### config.mk
export PLATFORM = sky130hd
export DESIGN_NAME = hazard_ctrl
export DESIGN_NICKNAME = d
export VERILOG_FILES = /design/src/rtl/core_pkg.sv /design/src/rtl/sat_counter.sv /design/src/rtl/hazard_ctrl.sv
export SDC_FILE = /design/constraint.sdc
export NUM_CORES = 1
export LEC_CHECK = 0
export CAP_MARGIN = 5
export CORE_MARGIN = 5
export CORE_UTILIZATION = 50
export CTS_CLUSTER_SIZE = 14
export DETAILED_ROUTE_END_ITERATION = 6
export GPL_TIMING_DRIVEN = 1
export PLACE_DENSITY = 0.81
export RECOVER_POWER = 25
export SLEW_MARGIN = 20
export SYNTH_ARGS = -nofsm -noshare
export SYNTH_HDL_FRONTEND = slang
export SYNTH_SLANG_ARGS = --single-unit
### constraint.sdc
create_clock -name clk -period 5.2 [get_ports clk]
set_input_delay 1.56 -clock clk [delete_from_list [all_inputs] [get_ports clk]]
set_output_delay 1.56 -clock clk [all_outputs]
set_load 0.02 [all_outputs]
### src/rtl/core_pkg.sv
// Shared definitions for the 5-stage RV32I core.
// Opcode constants and the hazard controller state encoding.
package core_pkg;

    localparam logic [6:0] OP_LUI    = 7'b0110111;
    localparam logic [6:0] OP_AUIPC  = 7'b0010111;
    localparam logic [6:0] OP_JAL    = 7'b1101111;
    localparam logic [6:0] OP_RTYPE  = 7'b0110011;
    localparam logic [6:0] OP_STORE  = 7'b0100011;
    localparam logic [6:0] OP_BRANCH = 7'b1100011;

    typedef enum logic [1:0] {
        INIT,
        RUN,
        MEM_WAIT,
        ERROR
    } hz_state_t;

endpackage

### src/rtl/sat_counter.sv
// Saturating up-counter with synchronous active-high reset.
// Holds at all-ones once reached (W >= 2).
module sat_counter #(
    parameter int W = 32
) (
    input  logic         clk,
    input  logic         reset,
    input  logic         inc,
    output logic [W-1:0] q
);

    logic [W-1:0] cnt_q, cnt_d;

    always_comb begin
        cnt_d = cnt_q;
        if (inc && (cnt_q != '1)) begin
            cnt_d = cnt_q + {{(W-1){1'b0}}, 1'b1};
        end
    end

    always_ff @(posedge clk) begin
        if (reset) begin
            cnt_q <= '0;
        end else begin
            cnt_q <= cnt_d;
        end
    end

    assign q = cnt_q;

endmodule

### src/rtl/hazard_ctrl.sv
// Pipeline sequencing controller: stalls, freezes and flushes for the
// load-use, taken-branch, data-memory wait and post-reset purge cases.
module hazard_ctrl
    import core_pkg::*;
#(
    parameter int RESET_FLUSH = 2,
    parameter int MEM_TIMEOUT = 64,
    parameter int CNT_W       = 32
) (
    input  logic             clk,
    input  logic             reset,
    input  logic [6:0]       OPCODE_ID,
    input  logic [4:0]       RS1_ID,
    input  logic [4:0]       RS2_ID,
    input  logic             MemRead_EX,
    input  logic [4:0]       RD_EX,
    input  logic             PCSrc_EX,
    input  logic             MEM_REQ_MEM,
    input  logic             DMEM_READY,
    output logic             PC_WRITE,
    output logic             IF_ID_WRITE,
    output logic             IF_ID_FLUSH,
    output logic             ID_EX_WRITE,
    output logic             ID_EX_FLUSH,
    output logic             EX_MEM_WRITE,
    output logic             MEM_WB_BUBBLE,
    output logic             MEM_ERROR,
    output logic [CNT_W-1:0] STALL_CNT,
    output logic [CNT_W-1:0] FLUSH_CNT
);

    localparam logic [3:0]  INIT_LAST = 4'(RESET_FLUSH - 1);
    localparam logic [15:0] WAIT_LAST = 16'(MEM_TIMEOUT - 1);

    hz_state_t   state_q, state_d;
    logic [3:0]  init_q, init_d;
    logic [15:0] wait_q, wait_d;

    logic use_rs1, use_rs2, load_use, mem_stall;
    logic stall_inc, flush_inc;

    assign use_rs1 = (OPCODE_ID != OP_LUI) && (OPCODE_ID != OP_AUIPC) &&
                     (OPCODE_ID != OP_JAL);
    assign use_rs2 = (OPCODE_ID == OP_RTYPE) || (OPCODE_ID == OP_STORE) ||
                     (OPCODE_ID == OP_BRANCH);

    assign load_use = MemRead_EX && (RD_EX != 5'd0) &&
                      ((use_rs1 && (RD_EX == RS1_ID)) ||
                       (use_rs2 && (RD_EX == RS2_ID)));

    assign mem_stall = MEM_REQ_MEM && !DMEM_READY;

    always_comb begin
        PC_WRITE      = 1'b1;
        IF_ID_WRITE   = 1'b1;
        IF_ID_FLUSH   = 1'b0;
        ID_EX_WRITE   = 1'b1;
        ID_EX_FLUSH   = 1'b0;
        EX_MEM_WRITE  = 1'b1;
        MEM_WB_BUBBLE = 1'b0;
        MEM_ERROR     = 1'b0;
        stall_inc     = 1'b0;
        flush_inc     = 1'b0;
        state_d       = state_q;
        init_d        = init_q;
        wait_d        = wait_q;

        unique case (state_q)
            INIT: begin
                PC_WRITE      = 1'b0;
                IF_ID_FLUSH   = 1'b1;
                ID_EX_FLUSH   = 1'b1;
                MEM_WB_BUBBLE = 1'b1;
                init_d        = init_q + 4'd1;
                if (init_q >= INIT_LAST) begin
                    state_d = RUN;
                end
            end
            RUN: begin
                if (mem_stall) begin
                    PC_WRITE      = 1'b0;
                    IF_ID_WRITE   = 1'b0;
                    ID_EX_WRITE   = 1'b0;
                    EX_MEM_WRITE  = 1'b0;
                    MEM_WB_BUBBLE = 1'b1;
                    stall_inc     = 1'b1;
                    wait_d        = 16'd1;
                    state_d       = MEM_WAIT;
                end else if (PCSrc_EX) begin
                    IF_ID_FLUSH = 1'b1;
                    ID_EX_FLUSH = 1'b1;
                    flush_inc   = 1'b1;
                end else if (load_use) begin
                    PC_WRITE    = 1'b0;
                    IF_ID_WRITE = 1'b0;
                    ID_EX_FLUSH = 1'b1;
                    stall_inc   = 1'b1;
                end
            end
            MEM_WAIT: begin
                if (DMEM_READY) begin
                    wait_d  = 16'd0;
                    state_d = RUN;
                end else begin
                    PC_WRITE      = 1'b0;
                    IF_ID_WRITE   = 1'b0;
                    ID_EX_WRITE   = 1'b0;
                    EX_MEM_WRITE  = 1'b0;
                    MEM_WB_BUBBLE = 1'b1;
                    stall_inc     = 1'b1;
                    wait_d        = wait_q + 16'd1;
                    if (wait_q >= WAIT_LAST) begin
                        state_d = ERROR;
                    end
                end
            end
            ERROR: begin
                PC_WRITE      = 1'b0;
                IF_ID_WRITE   = 1'b0;
                ID_EX_WRITE   = 1'b0;
                EX_MEM_WRITE  = 1'b0;
                MEM_WB_BUBBLE = 1'b1;
                MEM_ERROR     = 1'b1;
            end
            default: begin
                state_d = INIT;
            end
        endcase
    end

    always_ff @(posedge clk) begin
        if (reset) begin
            state_q <= INIT;
            init_q  <= '0;
            wait_q  <= '0;
        end else begin
            state_q <= state_d;
            init_q  <= init_d;
            wait_q  <= wait_d;
        end
    end

    sat_counter #(.W(CNT_W)) u_stall_cnt (
        .clk   (clk),
        .reset (reset),
        .inc   (stall_inc),
        .q     (STALL_CNT)
    );

    sat_counter #(.W(CNT_W)) u_flush_cnt (
        .clk   (clk),
        .reset (reset),
        .inc   (flush_inc),
        .q     (FLUSH_CNT)
    );

endmodule

## Yosys cells after proc, flatten, opt, wreduce, memory -nomap -nowiden

Cells that the tools add are included.

| storage, ports and cells | value |
|---|---|
| memories kept | 0 |
| register bits after elaboration | 86 |
| input bits | 28 |
| output and inout bits | 72 |
| logic and storage cells | 78 |
| memory bits (read-only) | 0 |
| latch bits | 0 |
| RAM bits | 0 |

| operators by class | value |
|---|---|
| reductions and logical operators | 20 |
| equality and inequality tests | 16 |
| multipliers | 0 |
| shift operators | 0 |
| mux-type cells | 31 |
| divide/modulo/power cells | 0 |
| bitwise operators | 0 |
| add/subtract/negate cells | 4 |
| $lt $le $gt $ge | 2 |

Operator list:

| kind | number |
|---|---|
| adder 32 x 1 -> 32 bit, second input constant | 2 |
| != test 32 bit, second input constant | 2 |
| two-way mux 16 bit | 2 |
| one-hot mux 16 bit (2 select lines) | 1 |
| adder 16 x 1 -> 16 bit, second input constant | 1 |
| >= comparator 16 x 6 -> 1 bit, second input constant | 1 |
| two-way mux 1 bit | 16 |
| == test 7 x 6 -> 1 bit, second input constant | 2 |
| one-hot mux 1 bit (3 select lines) | 4 |
| == test 5 bit | 2 |
| logical AND 1 bit | 9 |
| two-way mux 2 bit | 4 |
| == test 7 bit, second input constant | 1 |
| != test 7 x 5 -> 1 bit, second input constant | 1 |
| != test 7 x 6 -> 1 bit, second input constant | 1 |
| != test 7 bit, second input constant | 1 |
| one-hot mux 1 bit (2 select lines) | 3 |
| one-hot mux 2 bit (3 select lines) | 1 |
| nonzero test 5 bit | 1 |
| adder 4 x 1 -> 4 bit, second input constant | 1 |
| == test 2 bit, second input constant | 2 |
| >= comparator 4 x 1 -> 1 bit, second input constant | 1 |
| != test 2 bit, second input constant | 2 |
| AND reduction 4 bit | 1 |
| other kinds (9) | 11 |

## Logic depth before layout (Yosys ltp)

| depth | value |
|---|---|
| word-level depth | 11 |
| depth in mapped cells | 11 |
| mapped depth without buffers | 9 |

## Hierarchy

Synthesis repeated with hierarchy kept, for this count alone.

| unflattened totals | value |
|---|---|
| cell total of the unflattened synthesis | 607 |
| area, all modules | 5,047.3 sq um |

Modules (own cells, without submodules):

| module | times used | cells an instance | area each (sq um) | seq. area each (sq um) |
|---|---|---|---|---|
| sat_counter (u_stall_cnt) | 1 | 205 | 1,714.1 | 640.6 |
| sat_counter (u_flush_cnt) | 1 | 199 | 1,674.1 | 640.6 |
| hazard_ctrl | 1 | 203 | 1,659.1 | 440.4 |

## Worst setup path before layout

No wires, ideal clock.

| path | value |
|---|---|
| path kind | input port to output port |
| start | input OPCODE_ID[3] |
| end | output PC_WRITE |
| slack | 0.762 ns |
| cell stages on the path | 7 |
| buffers on the path | 0 |
| required time | 3.640 ns |
| arrival | 2.878 ns |
| path through | or3b_1 nor4_1 nand4_1 a21o_1 nor2_1 nor2_1 o21bai_1 |

| between the ends | value |
|---|---|
| word-level cells in the longest chain between the ends | 10 |
| elaborated cells on any way between the ends | 18 |
| classes of those cells | 6 x eq/ne; 4 x mux; 8 x reduce/logical |

RTL lines:

| item | RTL line | RTL |
|---|---|---|
| from (decl) | hazard_ctrl.sv:12 | `input logic [6:0] OPCODE_ID,` |
| != test 7 x 6 -> 1 bit, or another cell as far along | hazard_ctrl.sv:42 | `assign use_rs1 = (OPCODE_ID != OP_LUI) && (OPCODE_ID != OP_AUIPC) &&` |
| logical AND 1 bit / logical OR 1 bit (equally long branches) (2 in series) | hazard_ctrl.sv:42, hazard_ctrl.sv:44 |  |
| logical AND 1 bit (on tied branches) | hazard_ctrl.sv:48, hazard_ctrl.sv:49 |  |
| logical OR 1 bit * | hazard_ctrl.sv:48 | `((use_rs1 && (RD_EX == RS1_ID)) \|\|` |
| logical AND 1 bit * | hazard_ctrl.sv:47 | `assign load_use = MemRead_EX && (RD_EX != 5'd0) &&` |
| two-way mux 1 bit * | hazard_ctrl.sv:93 | `end else if (load_use) begin` |
| two-way mux 1 bit * | hazard_ctrl.sv:89 | `end else if (PCSrc_EX) begin` |
| two-way mux 1 bit * | hazard_ctrl.sv:80 | `if (mem_stall) begin` |
| one-hot mux 1 bit (3 select lines) * | hazard_ctrl.sv:68 | `unique case (state_q)` |
| to (decl) | hazard_ctrl.sv:20 | `output logic PC_WRITE,` |

Every way passes the cells marked *; elsewhere a longest branch is shown, timed or not.

## Worst setup path in the final report

| path | value |
|---|---|
| start | input OPCODE_ID[3] |
| end | output ID_EX_FLUSH |

| between the ends | value |
|---|---|
| word-level cells in the longest chain between the ends | 10 |
| elaborated cells on any way between the ends | 18 |
| classes of those cells | 6 x eq/ne; 4 x mux; 8 x reduce/logical |

RTL lines:

| item | RTL line | RTL |
|---|---|---|
| != test 7 x 6 -> 1 bit, or another cell as far along | hazard_ctrl.sv:42 |  |
| logical AND 1 bit / logical OR 1 bit (equally long branches) (2 in series) | hazard_ctrl.sv:42, hazard_ctrl.sv:44 |  |
| logical AND 1 bit (on tied branches) | hazard_ctrl.sv:48, hazard_ctrl.sv:49 |  |
| logical OR 1 bit * | hazard_ctrl.sv:48 |  |
| logical AND 1 bit * | hazard_ctrl.sv:47 |  |
| two-way mux 1 bit * | hazard_ctrl.sv:93 |  |
| two-way mux 1 bit * | hazard_ctrl.sv:89 |  |
| two-way mux 1 bit * | hazard_ctrl.sv:80 |  |
| one-hot mux 1 bit (2 select lines) * | hazard_ctrl.sv:68 |  |
| to (decl) | hazard_ctrl.sv:24 | `output logic ID_EX_FLUSH,` |

Marks and branches as above.

==> flow_metrics.tcl <==
set metrics [dict create \
    outcome "complete, but fails checks" \
    violations "max-capacitance violations, max-slew violations" \
    hold_depth 2 \
    slew_headroom -0.0179 \
    grt_overflow 0 \
    viasPerCell 5.60 \
    track_usage 0.197 \
    core_sq_um 8720 \
    drt-total-wl_um 10900 \
    hold_viol 0 \
    grt_pass1_vias 4174 \
    cts_root_buffer "clkbuf_8" \
    syn_inst 547 \
    power.density_nw_per_um2 252 \
    synth_area_sq_um 4470 \
    start_util 0.512 \
    dieArea_sq_um 10900 \
    layout.cells.non_filler 758 \
    min_from "wait_q[1]" \
    setup_tns_ns 0 \
    fin_worst_skew_ns 0.00966 \
    fin_crit_ns 5.11 \
    rrSetupSlack_ns 2.39 \
    hp-class "register to register" \
    power.total_mw 1.45 \
    antenna_cells 0 \
    whs_endpoint "wait_q[1]" \
    htree_levels 3 \
    worstMarginPinSlew_ns 1.53 \
    rows 34 \
    end_kind "primary output" \
    synth_cell_types 47 \
    place.gp.congestion 0.790 \
    critPathMaxFanout 3 \
    vias 4244 \
    fmax_mhz 196 \
    synth-edff-count 0 \
    design.final.nets 686 \
    cp.required_ns 3.64 \
    clk_pin_slew_ns 0.08 \
    async_reset_ff_frac 0 \
    ir_drop_mv 0.171 \
    antenna_found_initial 0 \
    setup_violations 0 \
    dp_hpwl_um 8200 \
    drc 0 \
    maxSlewViolCount 36 \
    post-route-util 0.660 \
    first_pass_iters 5 \
    cts_sinks 86 \
    ios 100 \
    syn_nets 587 \
    die_width_um 105 \
    maxCapViolations 1 \
    dp_cells 742 \
    r2r-start "state_q[0]" \
    syn_area_per_cell_sq_um 8.17 \
    wl_per_cell_um 14.3 \
    p_leak_nw 2.05 \
    grt_max_degree 36 \
    drive_gt1_frac 0.0538 \
    postRouteAntennaNets 0 \
    rr_endpoint "u_stall_cnt.q[26]" \
    critPathArrivalTime_ns 3.55 \
    area_growth_syn_to_layout_pct 28.9 \
    clk_latency_ns 0.34 \
    rr_worst_depth 8 \
    die_h_um 105 \
    synth_seq_area_share 0.385 \
    synthFlopType "dfxtp_1" \
    cts_made_buffers 9 \
    critical_path_class "input port to primary output" \
    yosysWarnings 0 \
    crit_path_start_kind "input port" \
    holdBufCountCts 0 \
    period_share 0.982 \
    grt_pass1_wl_um 18800 \
    portBuffers 99 \
    drt-initial-drc-count 196 \
    clock_path_buffers 2 \
    cts_tree "built" \
    ys_ff_latch 86 \
]
[cells in the final DEF, fill, tap and decap left out, types with 8 or more instances in the layout]
master and count:
clkdlybuf4s50_1 71, nand2_1 42, clkbuf_8 10, ha_1 12, or4_1 8, buf_4 8
nand3_1 36, xnor2_1 14, dlygate4sd3_1 24, nand4_1 22, nor4_1 9, nor3_1 13
inv_1 12, xor2_1 38, a21oi_1 33, or3_1 23, o21ai_0 22, and3_1 9
nor2_1 69, dfxtp_1 86, nor2b_1 13
[what timing repair did]
item	CTS	global route
pin swaps	0	1
setup buffers	0	1
endpoints found under the setup margin	3	3
gates resized for setup	6	3
[stage by stage]
stage	worst slack (ns)	area, sq um	hold WS, ns
after global routing	-0.0179	5760	0.515
after detailed placement	-0.246	5560	0.483
final	0.0947	5760	0.492
after floorplan	0.762	4470	0.449
after global placement	-0.207	5560	0.461
after CTS	0.00499	5760	0.495
[per-layer routing]
layer	routed length [um]	share of wire	track usage	up-vias
met3	617	0.057	0.0472	14
li1	-	-	-	2121
met2	5350	0.49	0.339	125
met5	0	0	0	-
met1	4760	0.44	0.242	1984
met4	133	0.012	0.0629	0
[flip-flops by register name, indices dropped and copies added (netlist names)]
| register | count |
|---|---|
| u_stall_cnt.q | 32 |
| init_q | 4 |
| u_flush_cnt.q | 32 |
| wait_q | 16 |
| state_q | 2 |
[cells in the mapped netlist (2+ instances only)]
| cell type | instances | area [sq um] |
|---|---|---|
| ha_1 | 12 | 150 |
| and2_1 | 6 | 37.5 |
| nand4_1 | 22 | 138 |
| o21bai_1 | 3 | 22.5 |
| nand3_1 | 36 | 180 |
| inv_1 | 12 | 45.0 |
| mux2i_1 | 2 | 20.0 |
| mux2_1 | 7 | 78.8 |
| nor3_1 | 13 | 65.1 |
| nand2_1 | 42 | 158 |
| nor2b_1 | 13 | 81.3 |
| and4_1 | 7 | 61.3 |
| nor3b_1 | 2 | 15.0 |
| xnor2_1 | 14 | 123 |
| o31ai_1 | 7 | 52.6 |
| mux2_2 | 2 | 22.5 |
| dfxtp_1 | 86 | 1720 |
| nor2_1 | 70 | 263 |
| a21oi_1 | 33 | 165 |
| nor4_1 | 10 | 62.6 |
| nand2b_1 | 6 | 37.5 |
| o21ai_1 | 2 | 10.0 |
| and3_1 | 9 | 56.3 |
| or2_2 | 2 | 12.5 |
| xor2_1 | 38 | 333 |
| or3_1 | 23 | 144 |
| a21o_1 | 4 | 30.0 |
| buf_1 | 2 | 7.51 |
| or4_1 | 8 | 60.1 |
| clkbuf_1 | 16 | 60.1 |
| o21ai_0 | 22 | 110 |
[report_power, final]
part           switching (mW)  internal [mW]  leakage [nW]
clock                   0.235          0.234        0.0983
combinational           0.161          0.126          1.26
sequential             0.0198          0.673         0.693
total                   0.416           1.03          2.05
[cell type report]
type | count | area [sq um]
Tap cell | 108 | 135
Timing Repair Buffer | 109 | 1040
Sequential cell | 86 | 1720
Inverter | 12 | 45.0
Clock buffer | 10 | 138
Clock inverter | 5 | 60.1
Fill cell | 753 | 2960
Multi-Input combinational cell | 428 | 2620
[cells by family after synthesis]
| family | after synthesis | synth area share |
|---|---|---|
| adder cells (fa/ha/maj) | 12 | 0.0336 |
| AND/OR/NAND/NOR | 279 | 0.327 |
| AO/OA/AOI/OAI | 74 | 0.0947 |
| multiplexers | 11 | 0.0272 |
| flip-flops | 86 | 0.385 |
| XOR/XNOR | 52 | 0.102 |
| buffers and inverters | 33 | 0.0305 |
[worst max-delay path: stages]
cell and delay, ns:
clkdlybuf4s50_1 0.44, or3b_1 0.42, nor4_2 0.25, nand4_1 0.16, a21o_1 0.23, o21bai_1 0.13, dlygate4sd2_1 0.35
[worst max-delay path by stage]
stage                        endpoint          from  slack, ns
final                     ID_EX_FLUSH  OPCODE_ID[3]       0.09
after global routing      ID_EX_FLUSH  OPCODE_ID[3]      -0.02
after CTS                 IF_ID_WRITE  OPCODE_ID[3]      0.005
after detailed placement     PC_WRITE  OPCODE_ID[3]      -0.25
after global placement       PC_WRITE  OPCODE_ID[5]      -0.21
after floorplan              PC_WRITE  OPCODE_ID[3]       0.76
Power figures use the tool's default switching activity.
